### config.mk
export PLATFORM = sky130hd
export DESIGN_NAME = int_div_unit
export DESIGN_NICKNAME = d
export VERILOG_FILES = /design/src/rtl/int_div_unit_pkg.sv /design/src/rtl/int_div_step.sv /design/src/rtl/int_div_unit.sv
export SDC_FILE = /design/constraint.sdc
export NUM_CORES = 1
export LEC_CHECK = 0
export ABC_AREA = 1
export ABC_CLOCK_PERIOD_IN_PS = 6600
export CAP_MARGIN = 20
export CORE_UTILIZATION = 60
export DETAILED_ROUTE_END_ITERATION = 12
export PLACE_DENSITY = 0.87
export SLEW_MARGIN = 10
export SYNTH_ARGS = -nofsm -noshare
export SYNTH_HDL_FRONTEND = slang
export SYNTH_SLANG_ARGS = --single-unit
### constraint.sdc
create_clock -name clk -period 6.6 [get_ports clk]
set_input_delay 0.99 -clock clk [delete_from_list [all_inputs] [get_ports clk]]
set_output_delay 0.99 -clock clk [all_outputs]
set_load 0.05 [all_outputs]
### src/rtl/int_div_unit_pkg.sv
// Shared operation types for the integer divider: command encoding and decode helpers.
package OpTypes;

    typedef enum logic [1:0] {
        Div  = 2'd0,
        Divu = 2'd1,
        Rem  = 2'd2,
        Remu = 2'd3
    } DivCommand;

    function automatic logic isSigned(DivCommand c);
        return (c == Div) || (c == Rem);
    endfunction

    function automatic logic isRem(DivCommand c);
        return (c == Rem) || (c == Remu);
    endfunction

endpackage

### src/rtl/int_div_step.sv
// One combinational restoring-division step: shift one dividend bit into the partial
// remainder and subtract the divisor when it fits.
module int_div_step #(
    parameter int WIDTH = 32
) (
    input  logic [WIDTH-1:0] rem,
    input  logic [WIDTH-1:0] q,
    input  logic [WIDTH-1:0] divisor,
    output logic [WIDTH-1:0] rem_nxt,
    output logic [WIDTH-1:0] q_nxt
);

    logic [WIDTH:0] shifted;
    logic [WIDTH:0] dvsr_ext;
    logic           ge;

    // The shifted remainder can reach WIDTH+1 bits when the divisor has its MSB set.
    assign shifted  = {rem, q[WIDTH-1]};
    assign dvsr_ext = {1'b0, divisor};
    assign ge       = (shifted >= dvsr_ext);
    assign rem_nxt  = WIDTH'(ge ? (shifted - dvsr_ext) : shifted);
    assign q_nxt    = {q[WIDTH-2:0], ge};

endmodule

### src/rtl/int_div_unit.sv
// Iterative RV32M divider (DIV/DIVU/REM/REMU) answering the execute stage's multi-cycle handshake.
// States: IDLE waits for enable | RUN iterates restoring steps | DONE presents result for one cycle.
module int_div_unit
    import OpTypes::*;
#(
    parameter int WIDTH           = 32,
    parameter int STEPS_PER_CYCLE = 1
) (
    input  logic             clk,
    input  logic             rst,
    input  logic             enable,
    input  DivCommand        command,
    input  logic [WIDTH-1:0] src1,
    input  logic [WIDTH-1:0] src2,
    input  logic             stall,
    input  logic             flush,
    output logic             done,
    output logic [WIDTH-1:0] result
);

    typedef logic [1:0] DivState;
    localparam DivState IDLE = 2'd0;
    localparam DivState RUN  = 2'd1;
    localparam DivState DONE = 2'd2;

    localparam int ITER  = WIDTH / STEPS_PER_CYCLE;
    localparam int CNT_W = (ITER > 1) ? $clog2(ITER) : 1;
    localparam logic [CNT_W-1:0] CNT_LOAD = CNT_W'(ITER - 1);
    localparam logic [WIDTH-1:0] MIN_NEG  = {1'b1, {(WIDTH-1){1'b0}}};

    DivState          state_q, state_d;
    logic [CNT_W-1:0] cnt_q, cnt_d;
    logic [WIDTH-1:0] rem_q, rem_d;
    logic [WIDTH-1:0] quo_q, quo_d;
    logic [WIDTH-1:0] dvsr_q, dvsr_d;
    DivCommand        cmd_q, cmd_d;
    logic             q_neg_q, q_neg_d;
    logic             r_neg_q, r_neg_d;
    logic             done_q, done_d;
    logic [WIDTH-1:0] result_q, result_d;

    logic             sgn_op, s1, s2, ovf;
    logic [WIDTH-1:0] abs1, abs2;
    logic [WIDTH-1:0] rem_fin, quo_fin, run_result;

    logic [WIDTH-1:0] rem_chain [STEPS_PER_CYCLE+1];
    logic [WIDTH-1:0] q_chain   [STEPS_PER_CYCLE+1];

    assign rem_chain[0] = rem_q;
    assign q_chain[0]   = quo_q;

    for (genvar i = 0; i < STEPS_PER_CYCLE; i++) begin : g_step
        int_div_step #(.WIDTH(WIDTH)) u_step (
            .rem     (rem_chain[i]),
            .q       (q_chain[i]),
            .divisor (dvsr_q),
            .rem_nxt (rem_chain[i+1]),
            .q_nxt   (q_chain[i+1])
        );
    end

    assign sgn_op = isSigned(command);
    assign s1     = sgn_op & src1[WIDTH-1];
    assign s2     = sgn_op & src2[WIDTH-1];
    // Negating MIN_NEG yields itself, which is the correct unsigned magnitude.
    assign abs1   = s1 ? -src1 : src1;
    assign abs2   = s2 ? -src2 : src2;
    assign ovf    = sgn_op && (src1 == MIN_NEG) && (src2 == '1);

    assign rem_fin    = rem_chain[STEPS_PER_CYCLE];
    assign quo_fin    = q_chain[STEPS_PER_CYCLE];
    assign run_result = isRem(cmd_q) ? (r_neg_q ? -rem_fin : rem_fin)
                                     : (q_neg_q ? -quo_fin : quo_fin);

    always_comb begin
        state_d  = state_q;
        cnt_d    = cnt_q;
        rem_d    = rem_q;
        quo_d    = quo_q;
        dvsr_d   = dvsr_q;
        cmd_d    = cmd_q;
        q_neg_d  = q_neg_q;
        r_neg_d  = r_neg_q;
        done_d   = done_q;
        result_d = result_q;

        if (flush) begin
            state_d  = IDLE;
            done_d   = 1'b0;
            result_d = '0;
        end else if (!stall) begin
            case (state_q)
                IDLE: begin
                    done_d   = 1'b0;
                    result_d = '0;
                    if (enable) begin
                        cmd_d   = command;
                        q_neg_d = s1 ^ s2;
                        r_neg_d = s1;
                        if (src2 == '0) begin
                            state_d  = DONE;
                            done_d   = 1'b1;
                            result_d = isRem(command) ? src1 : '1;
                        end else if (ovf) begin
                            state_d  = DONE;
                            done_d   = 1'b1;
                            result_d = isRem(command) ? '0 : src1;
                        end else begin
                            rem_d   = '0;
                            quo_d   = abs1;
                            dvsr_d  = abs2;
                            cnt_d   = CNT_LOAD;
                            state_d = RUN;
                        end
                    end
                end
                RUN: begin
                    rem_d = rem_fin;
                    quo_d = quo_fin;
                    if (cnt_q == '0) begin
                        state_d  = DONE;
                        done_d   = 1'b1;
                        result_d = run_result;
                    end else begin
                        cnt_d = cnt_q - CNT_W'(1);
                    end
                end
                DONE: begin
                    state_d  = IDLE;
                    done_d   = 1'b0;
                    result_d = '0;
                end
                default: begin
                    state_d  = IDLE;
                    done_d   = 1'b0;
                    result_d = '0;
                end
            endcase
        end
    end

    always_ff @(posedge clk) begin
        if (!rst) begin
            state_q  <= IDLE;
            cnt_q    <= '0;
            rem_q    <= '0;
            quo_q    <= '0;
            dvsr_q   <= '0;
            cmd_q    <= Div;
            q_neg_q  <= 1'b0;
            r_neg_q  <= 1'b0;
            done_q   <= 1'b0;
            result_q <= '0;
        end else begin
            state_q  <= state_d;
            cnt_q    <= cnt_d;
            rem_q    <= rem_d;
            quo_q    <= quo_d;
            dvsr_q   <= dvsr_d;
            cmd_q    <= cmd_d;
            q_neg_q  <= q_neg_d;
            r_neg_q  <= r_neg_d;
            done_q   <= done_d;
            result_q <= result_d;
        end
    end

    assign done   = done_q;
    assign result = result_q;

endmodule

==> qor.yml, run 1 <==
r2r-start: "dvsr_q[5]"
hp-start: "result[3]"
post_cts_buffers: 0
start_util: 0.618
p_int_mw: 1.74
final_area_um2: 14400
async_reset_ff_frac: 0
comb_power_share: 0.342
setup_viol_count_final: 0
period_share: 0.787
grt_max_degree: 63
worst-endpoint-arrival_ps: 5540
cts.htree.levels: 4
synth_ff_type: "dfxtp_1"
firstDrtPassIters: 9
via_count: 14997
cts_made_buffers: 17
synth_fp_nets: 2315
ys_seq_elements: 139
cts.sink_count: 139
finalCriticalPeriod_ps: 5190
drc: 0
post_cts_resized: 0
p_leak_nw: 6.53
avgSynthCellArea_um2: 5.73
wl_met2_um: 18500
totalPowerFinal_mw: 2.82
route.met3.wl_um: 4550
worstSetupEndpointType: "register"
layout-drive-gt1-share: 0.0599
worstSetupPathType: "register to register"
drtIter0Drc: 1701
nFillCells: 1875
drt_wl_total_um: 43000
path_buf_inv: 3
min_path_type: "register to register"
drv_slew: 0
antenna_left: 0
clk_pin_slew_ps: 60
power_density_nw_per_um2: 196
grt-ovfl-total: 0
p_switching_mw: 1.08
cp_top_family: "simple AND/OR/NAND/NOR gates"
fp-row-count: 52
sequentialPowerShare: 0.316
root_buffer: "clkbuf_16"
cpMostUsedCell: "nand2_1"
hold_viol: 0
synth_area_leaders: "dfxtp_1 (22%), nand2_1 (20%), inv_1 (8.0%)"
critPathSlowestCell: "nor2_4"
cp.required_ps: 6950
yosysTopAreaCellShare: 0.220
viasPerCell: 5.90
insertion_delay_ps: 430
routedWlPerCell_um: 16.9
yosys_warnings: 0
cp_max_fo: 45
yosysTopAreaCell: "dfxtp_1"
highest_layer: "met5"
critPathLaunchType: "register"
rsz0062_at_grt: "false"
relSlewSlack: 0.389
wl_met1_um: 18500
final_util: 0.703
status: "complete, no violations"
dieArea_um2: 21600
cap_violations: 0
dpl_worst_slack_ps: 1230
place.gp.congestion: 1.03
syn_to_final_growth_pct: 13.8
dp_hpwl_um: 32800
slowest_delay_ps: 500
syn_inst: 2204
synth_edf_count: 0
clockBufferDepth: 2
antenna_found_initial: 2
dpl-instance-area_um2: 13800
grt_use_total: 0.399
grt_pass1_vias: 13353
cts_tree: "yes"
design.core.area_um2: 20400
fin_tns_setup_ps: 0
setup_slack_ps: 1410
synth-seq-area-share: 0.220
p_clk_frac: 0.342
die_width_um: 147
nNetsFinal: 2370
switching_share: 0.383
die_h_um: 147
irDropWorstVdd_mv: 0.150
ioPinCount: 104
netlist_area_um2: 12600
finClkSkew_ps: 13.7
portBuffers: 103
startpoint: "dvsr_q[5]"
clock.fmax_ghz: 0.193
tightest_slew_ps: 911
grt_pass1_wl_um: 68600
ys_types: 56
cts_hold_buf: 0
-- synthesized netlist by cell type, types with 25 or more instances --
cell,n
nor2_1,208
ha_1,39
o21ai_0,151
a21oi_1,186
inv_1,269
nand3_1,152
nand2_1,669
clkbuf_1,61
nor3_1,25
dfxtp_1,139
nand4_1,32
xor2_1,37
-- state kept, by name (all words and copies together) (netlist names), 2 cells and up --
name     count
cnt_q        5
rem_q       32
state_q      2
result      32
dvsr_q      32
quo_q       32
-- metrics by stage --
step / std cells / hold WS [ps]
global route: 2541 / 483
finish: 2542 / 462
CTS: 2539 / 466
detailed placement: 2508 / 457
floorplan: 2204 / 432
global placement: 2508 / 451
-- per-layer routing --
layer | global-route usage | vias to the layer above
met3 | 0.0845 | 121
met4 | 0.145 | 2
li1 | - | 7265
met2 | 0.603 | 859
met1 | 0.556 | 6750
met5 | 0 | -
-- worst min-delay path, delay by kind of cell, from the launching register on --
family          cells  cell delay (ps)
simple gates        1               60
flops               1              310
compound gates      1               50
-- placed cells by master (no fill, tap or decap), types with 21 or more instances in the layout --
cell type / n
nand2_2: 21
xor2_1: 37
ha_1: 39
nor3_1: 25
nor2_1: 205
nand2_1: 668
o21ai_0: 151
inv_1: 269
a21oi_1: 185
clkdlybuf4s50_1: 103
dfxtp_1: 139
nand4_1: 32
xnor2_1: 22
nand3_1: 151
a31oi_1: 21
-- path summary, 6_finish.rpt --
path	end	slack, ps	cells past startpoint
max	result[30]	1410	29
min	result[3]	460	2
max reg2reg	result[30]	1410	29
min reg2reg	result[3]	460	2
-- logic make-up (layout without fill, tap and decap cells) --
logic type,after synthesis,in the layout,synth area share
AO/OA/AOI/OAI,413,413,0.175
AND/OR/NAND/NOR,1190,1190,0.411
XOR/XNOR,59,59,0.0409
other,0,1,0
adder cells (fa/ha/maj),40,40,0.0402
buffers and inverters,363,430,0.113
flip-flops,139,139,0.220
-- power groups by stage --
stage                     clock (mW)  combinational, mW  sequential [mW]
final                          0.964              0.965            0.892
after global routing            1.00               1.07            0.895
after CTS                      0.961              0.936            0.891
after detailed placement           0              0.925            0.909
after global placement             0              0.911            0.907
after floorplan                    0              0.674            0.904
-- layout make-up --
class,count,area (um2),share of cell area
clock inverter,12,139,0.00966
antenna,1,2.50,0.000174
multi-input combinational,1702,8440,0.587
clock buffer,19,443,0.0308
sequential,139,2780,0.194
tap,270,338,0.0235
inverter,279,1050,0.0729
timing repair buffer,120,1180,0.0818
Note: power is estimated with default switching activity, not from simulation.
==> inputs of run 2 (changes only) <==
--- a/config.mk
+++ b/config.mk
@@ -6,11 +6,11 @@
 export NUM_CORES = 1
 export LEC_CHECK = 0
 export ABC_AREA = 1
-export ABC_CLOCK_PERIOD_IN_PS = 6600
+export ABC_CLOCK_PERIOD_IN_PS = 4700
 export CAP_MARGIN = 20
-export CORE_UTILIZATION = 60
+export CORE_UTILIZATION = 54
 export DETAILED_ROUTE_END_ITERATION = 12
-export PLACE_DENSITY = 0.87
+export PLACE_DENSITY = 0.83
 export SLEW_MARGIN = 10
 export SYNTH_ARGS = -nofsm -noshare
 export SYNTH_HDL_FRONTEND = slang
==> constraint.sdc (replaced) <==
create_clock -name clk -period 4.7 [get_ports clk]
set_input_delay 0.705 -clock clk [delete_from_list [all_inputs] [get_ports clk]]
set_output_delay 0.705 -clock clk [all_outputs]
set_load 0.05 [all_outputs]
==> qor.yml, run 2 (synthesis results as in run 1) <==
critPathSlowestCell: "a211oi_2"
finClkSkew_ps: 17.3  # +3.57 ps
drtIter0Drc: 1803  # +6.0%
stdcell_count: 2592  # +2.0%
viasPerCell: 5.73  # -2.9%
layout-drive-gt1-share: 0.0636  # +0.00374
grt_pass1_wl_um: 69800  # +1.7%
grt_use_total: 0.369  # -0.0302
diodes: 0  # -1
drv_slew: 0  # unchanged
min_path_cells: 2  # unchanged
relSlewSlack: 0.392  # +0.00292
nNetsFinal: 2377  # +0.30%
cts.sink_count: 139  # unchanged
rsz0062_at_grt: "false"
rrSetupSlack_ps: 520  # -890 ps
totalPowerFinal_mw: 4.00  # +42%
grt_max_degree: 63  # unchanged
clockBufferDepth: 2  # unchanged
irDropWorstVdd_mv: 0.210  # +41%
insertion_delay_ps: 440  # about the same
setup_slack_ps: 470  # -937 ps
antenna_left: 0  # unchanged
syn_to_final_growth_pct: 14.7
dp_hpwl_um: 33700  # +2.7%
die_h_um: 155  # +5.3%
cts_tree: "yes"
dp_cells: 2560  # +2.1%
tightest_slew_ps: 911  # -0.00143 ps
worst-endpoint-arrival_ps: 4600  # -940 ps
status: "complete, no violations"
antenna_found_initial: 0  # -2
grt-ovfl-total: 0  # unchanged
cp_max_fo: 11  # -76%
design.core.area_um2: 22800  # +11%
min_path_type: "register to register"
firstDrtPassIters: 6  # -3
grt_pass1_vias: 13287  # -0.49%
post_cts_buffers: 0  # unchanged
mostFrequentLayoutCells: "nand2_1 (668), inv_1 (269), nor2_1 (204), a21oi_1 (185)"
dpl_worst_slack_ps: 145  # -1080 ps
p_leak_nw: 6.56  # +0.40%
drc: 0  # unchanged
clock.fmax_ghz: 0.236
fin_tns_setup_ps: 0  # unchanged
via_count: 14850  # -0.98%
drt_wl_total_um: 44100  # +2.7%
clk_pin_slew_ps: 80  # +20 ps
die_width_um: 155  # +5.3%
crit_chain: "clkdlybuf4s50_1, inv_1, ha_1, nand3_1, nor4_1, nand4_1, or2_1, nor4_1, nand3_1, a211oi_2, o21ai_0, nand2_1, nand2_1, a21oi_1"
r2r-start: "dvsr_q[11]"
place.gp.congestion: 1.04  # +0.95%
ioPinCount: 104  # unchanged
min_to: "dvsr_q[26]"
cp.required_ps: 5070  # -1880 ps
root_buffer: "clkbuf_16"
start_util: 0.555  # -0.0637
portBuffers: 103  # unchanged
hold-worst-slack_ps: 463  # +1.91 ps
slowest_delay_ps: 710  # +210 ps
cts.htree.levels: 4  # unchanged
fp-row-count: 55  # +5.8%
setup_viol_count_final: 0  # unchanged
period_share: 0.900
hold_viol: 0  # unchanged
cts_made_buffers: 17  # unchanged
r2r_end: "result[30]"
finalCriticalPeriod_ps: 4230
layout_commonest_cell: "nand2_1"
r2r_cells: 31  # +6.9%
dieArea_um2: 24000  # +11%
power_density_nw_per_um2: 276  # +41%
routedWlPerCell_um: 17.0  # +0.72%
worstSetupEndpointType: "register"
worstSetupPathType: "input pin to register"
cap_violations: 0  # unchanged
hp-start: "dvsr_q[26]"
critPathLaunchType: "input pin"
-- run 2: cell types whose count changed in the layout (fill, tap and decap cells not counted), moves of 2 or more --
cell      previous run  this run
inv_6                3         6
clkinv_2             2         0
buf_4               15        22
inv_8                0         3
-- run 2: worst max-delay path, delay by kind of cell --
family,cells,cell delay (ps)
AO/OA/AOI/OAI,3,1040
adder cells (fa/ha/maj),1,190
buffers and inverters,2,600
AND/OR/NAND/NOR,8,2040
-- run 2: where the power goes --
group	switching (mW)	internal [mW]
clock network	0.624	0.752
logic	0.933	0.434
registers	0.0368	1.22
-- run 2: cell type report --
type	count	area, um2
clock buffers	18	429
clock inverters	14	150
fillers	2246	8300
inverters	279	1050
multi-input cells	1702	8450
flip-flops and latches	139	2780
well taps	313	392
repair buffers	127	1230
-- run 2: worst max path at each step --
| stage | to | from |
|---|---|---|
| 6_report | result[20] | src1[0] |
| 3_3_place_gp | result[19] | src1[0] |
| 3_5_place_dp | result[20] | src1[0] |
| 4_1_cts | result[30] | dvsr_q[11] |
| 2_1_floorplan | result[30] | dvsr_q[22] |
| 5_1_grt | result[30] | dvsr_q[11] |
-- run 2: through the flow --
step	cell area, um2	utilization
finish	14500	0.636
floorplan	12600	-
global placement	13900	0.609
global route	14500	0.636
detailed placement	13900	0.610
CTS	14500	0.635
-- run 2: repair_timing --
action                     in CTS  in global routing
setup endpoints to repair       0                  1
hold buffers                    0                  0
gates resized for setup         0                  2
-- run 2: routing by layer --
layer / wire length, um / share of wire / global-route usage
met3: 4130 / 0.093 / 0.0638
met5: 0 / 0 / 0
met2: 19100 / 0.43 / 0.574
met1: 19400 / 0.44 / 0.508
met4: 1500 / 0.034 / 0.137
==> inputs of run 3 (changes only) <==
--- a/config.mk
+++ b/config.mk
@@ -6,11 +6,12 @@
 export NUM_CORES = 1
 export LEC_CHECK = 0
 export ABC_AREA = 1
-export ABC_CLOCK_PERIOD_IN_PS = 4700
+export ABC_CLOCK_PERIOD_IN_PS = 5300
 export CAP_MARGIN = 20
-export CORE_UTILIZATION = 54
+export CORE_UTILIZATION = 60
 export DETAILED_ROUTE_END_ITERATION = 12
-export PLACE_DENSITY = 0.83
+export PLACE_DENSITY = 0.87
+export SKIP_CTS_REPAIR_TIMING = 1
 export SLEW_MARGIN = 10
 export SYNTH_ARGS = -nofsm -noshare
 export SYNTH_HDL_FRONTEND = slang
==> constraint.sdc (replaced) <==
create_clock -name clk -period 5.3 [get_ports clk]
set_input_delay 0.795 -clock clk [delete_from_list [all_inputs] [get_ports clk]]
set_output_delay 0.795 -clock clk [all_outputs]
set_load 0.05 [all_outputs]
==> qor.yml, run 3 (synthesis results as in run 1) <==
status: "complete, no violations"
p_leak_nw: 6.55  # -0.17%
switching_share: 0.406  # +0.00725
grt_use_total: 0.408  # +0.0390
cts.htree.levels: 4  # unchanged
power_density_nw_per_um2: 244  # -11%
cts.sink_count: 139  # unchanged
insertion_delay_ps: 450  # about the same
totalPowerFinal_mw: 3.52  # -12%
drt_wl_total_um: 43900  # -0.64%
rsz0062_at_grt: "false"
r2r_end: "result[30]"
place.gp.congestion: 1.02  # -1.6%
ioPinCount: 104  # unchanged
firstDrtPassIters: 7  # +1
final_util: 0.705  # +0.0694
p_switching_mw: 1.43  # -10%
grt_max_degree: 68  # +7.9%
min_path_type: "register to register"
worst-endpoint-arrival_ps: 5300  # +700 ps
drc: 0  # unchanged
r2r_cells: 29  # -6.5%
sequentialPowerShare: 0.315  # about the same
cpMostUsedCell: "nand2_1"
diodes: 0  # unchanged
slowest_delay_ps: 440  # -270 ps
p_clk_frac: 0.338  # -0.006
fin_tns_setup_ps: 0  # unchanged
final_area_um2: 14400  # -0.52%
r2r-start: "dvsr_q[1]"
viasPerCell: 5.90  # +2.9%
worstSetupPathType: "register to register"
relSlewSlack: 0.423  # +0.0312
hold_viol: 0  # unchanged
finClkSkew_ps: 14.1  # -3.25 ps
p_int_mw: 2.09  # -13%
setup_viol_count_final: 0  # unchanged
cts_tree: "yes"
comb_power_share: 0.347  # +0.005
worstSetupEndpointType: "register"
dieArea_um2: 21600  # -9.9%
portBuffers: 103  # unchanged
clk_pin_slew_ps: 70  # about the same
routedWlPerCell_um: 17.2  # +1.1%
syn_to_final_growth_pct: 14.1
irDropWorstVdd_mv: 0.247  # +17%
dp_hpwl_um: 33500  # -0.70%
finalCriticalPeriod_ps: 4940
cts_made_buffers: 17  # unchanged
cp_max_fo: 45  # +34
rrSetupSlack_ps: 360  # -160 ps
clockBufferDepth: 2  # unchanged
period_share: 0.931
cap_violations: 0  # unchanged
nNetsFinal: 2376  # -0.042%
min_path_cells: 2  # unchanged
layout_commonest_cell: "nand2_1"
path_buf_inv: 3  # +1
antenna_left: 0  # unchanged
drtIter0Drc: 1620  # -10%
min_to: "result[6]"
hp-start: "result[6]"
critPathLaunchType: "register"
root_buffer: "clkbuf_16"
cp_top_family: "simple AND/OR/NAND/NOR gates"
via_count: 15024  # +1.2%
critPathSlowestCell: "dfxtp_1"
tightest_slew_ps: 860  # -50.8 ps
drv_slew: 0  # unchanged
die_h_um: 147  # -5.1%
layout-drive-gt1-share: 0.0632  # -0.000411
grt-ovfl-total: 0  # unchanged
design.core.area_um2: 20400  # -10%
fp-row-count: 52  # -5.5%
grt_pass1_wl_um: 69800  # about the same
dpl-instance-area_um2: 13800  # -0.35%
clock.fmax_ghz: 0.203
start_util: 0.618  # +0.0637
mostFrequentLayoutCells: "nand2_1 (668), inv_1 (269), nor2_1 (205), a21oi_1 (185)"
die_width_um: 147  # -5.1%
grt_pass1_vias: 13182  # -0.79%
cp.required_ps: 5670  # +600 ps
antenna_found_initial: 0  # unchanged
run 3: through the flow:
step           cells  hold slack [ps]  setup WS (ps)
6_report        2548              466            364
4_1_cts         2548              465            518
5_1_grt         2548              476           3.45
3_5_place_dp    2516              456            614
3_3_place_gp    2515              447            688
2_1_floorplan   2204              432           1640
run 3: power by group through the flow:
stage                     logic [mW]  clock network (mW)  registers (mW)
final                           1.22                1.19            1.11
after global routing            1.35                1.23            1.11
after CTS                       1.18                1.18            1.11
after detailed placement        1.18                   0            1.13
after global placement          1.16                   0            1.13
after floorplan                0.839                   0            1.13
run 3: worst max-delay path by stage:
stage               startpoint  slack, ps  cells past startpoint    endpoint
floorplan           dvsr_q[22]       1640                     27  result[30]
global placement       src1[1]        690                     14  result[21]
detailed placement   dvsr_q[7]        610                     31  result[30]
CTS                  dvsr_q[7]        520                     31  result[30]
global route         dvsr_q[8]          3                     31  result[30]
finish               dvsr_q[1]        360                     29  result[30]
run 3: final cells by class:
cell class                 count  area (um2)
tap                          270         338
clock buffer                  18         439
timing repair buffer         126        1240
multi-input combinational   1702        8440
sequential                   139        2780
inverter                     279        1050
fill                        1879        6020
clock inverter                14         123
run 3: per-layer routing:
layer | up-vias | routed length (um) | GRT usage
met5 | - | 0 | 0
met4 | 0 | 1420 | 0.143
met3 | 129 | 4850 | 0.0593
met2 | 881 | 18900 | 0.632
met1 | 6739 | 18700 | 0.575
li1 | 7275 | - | -
run 3: tightest hold or removal path: cells and delay by family (launching register included):
family | cells | cell delay, ps
and+or+nand+nor | 1 | 60
DFF | 1 | 310
AOI/OAI and AO/OA | 1 | 50
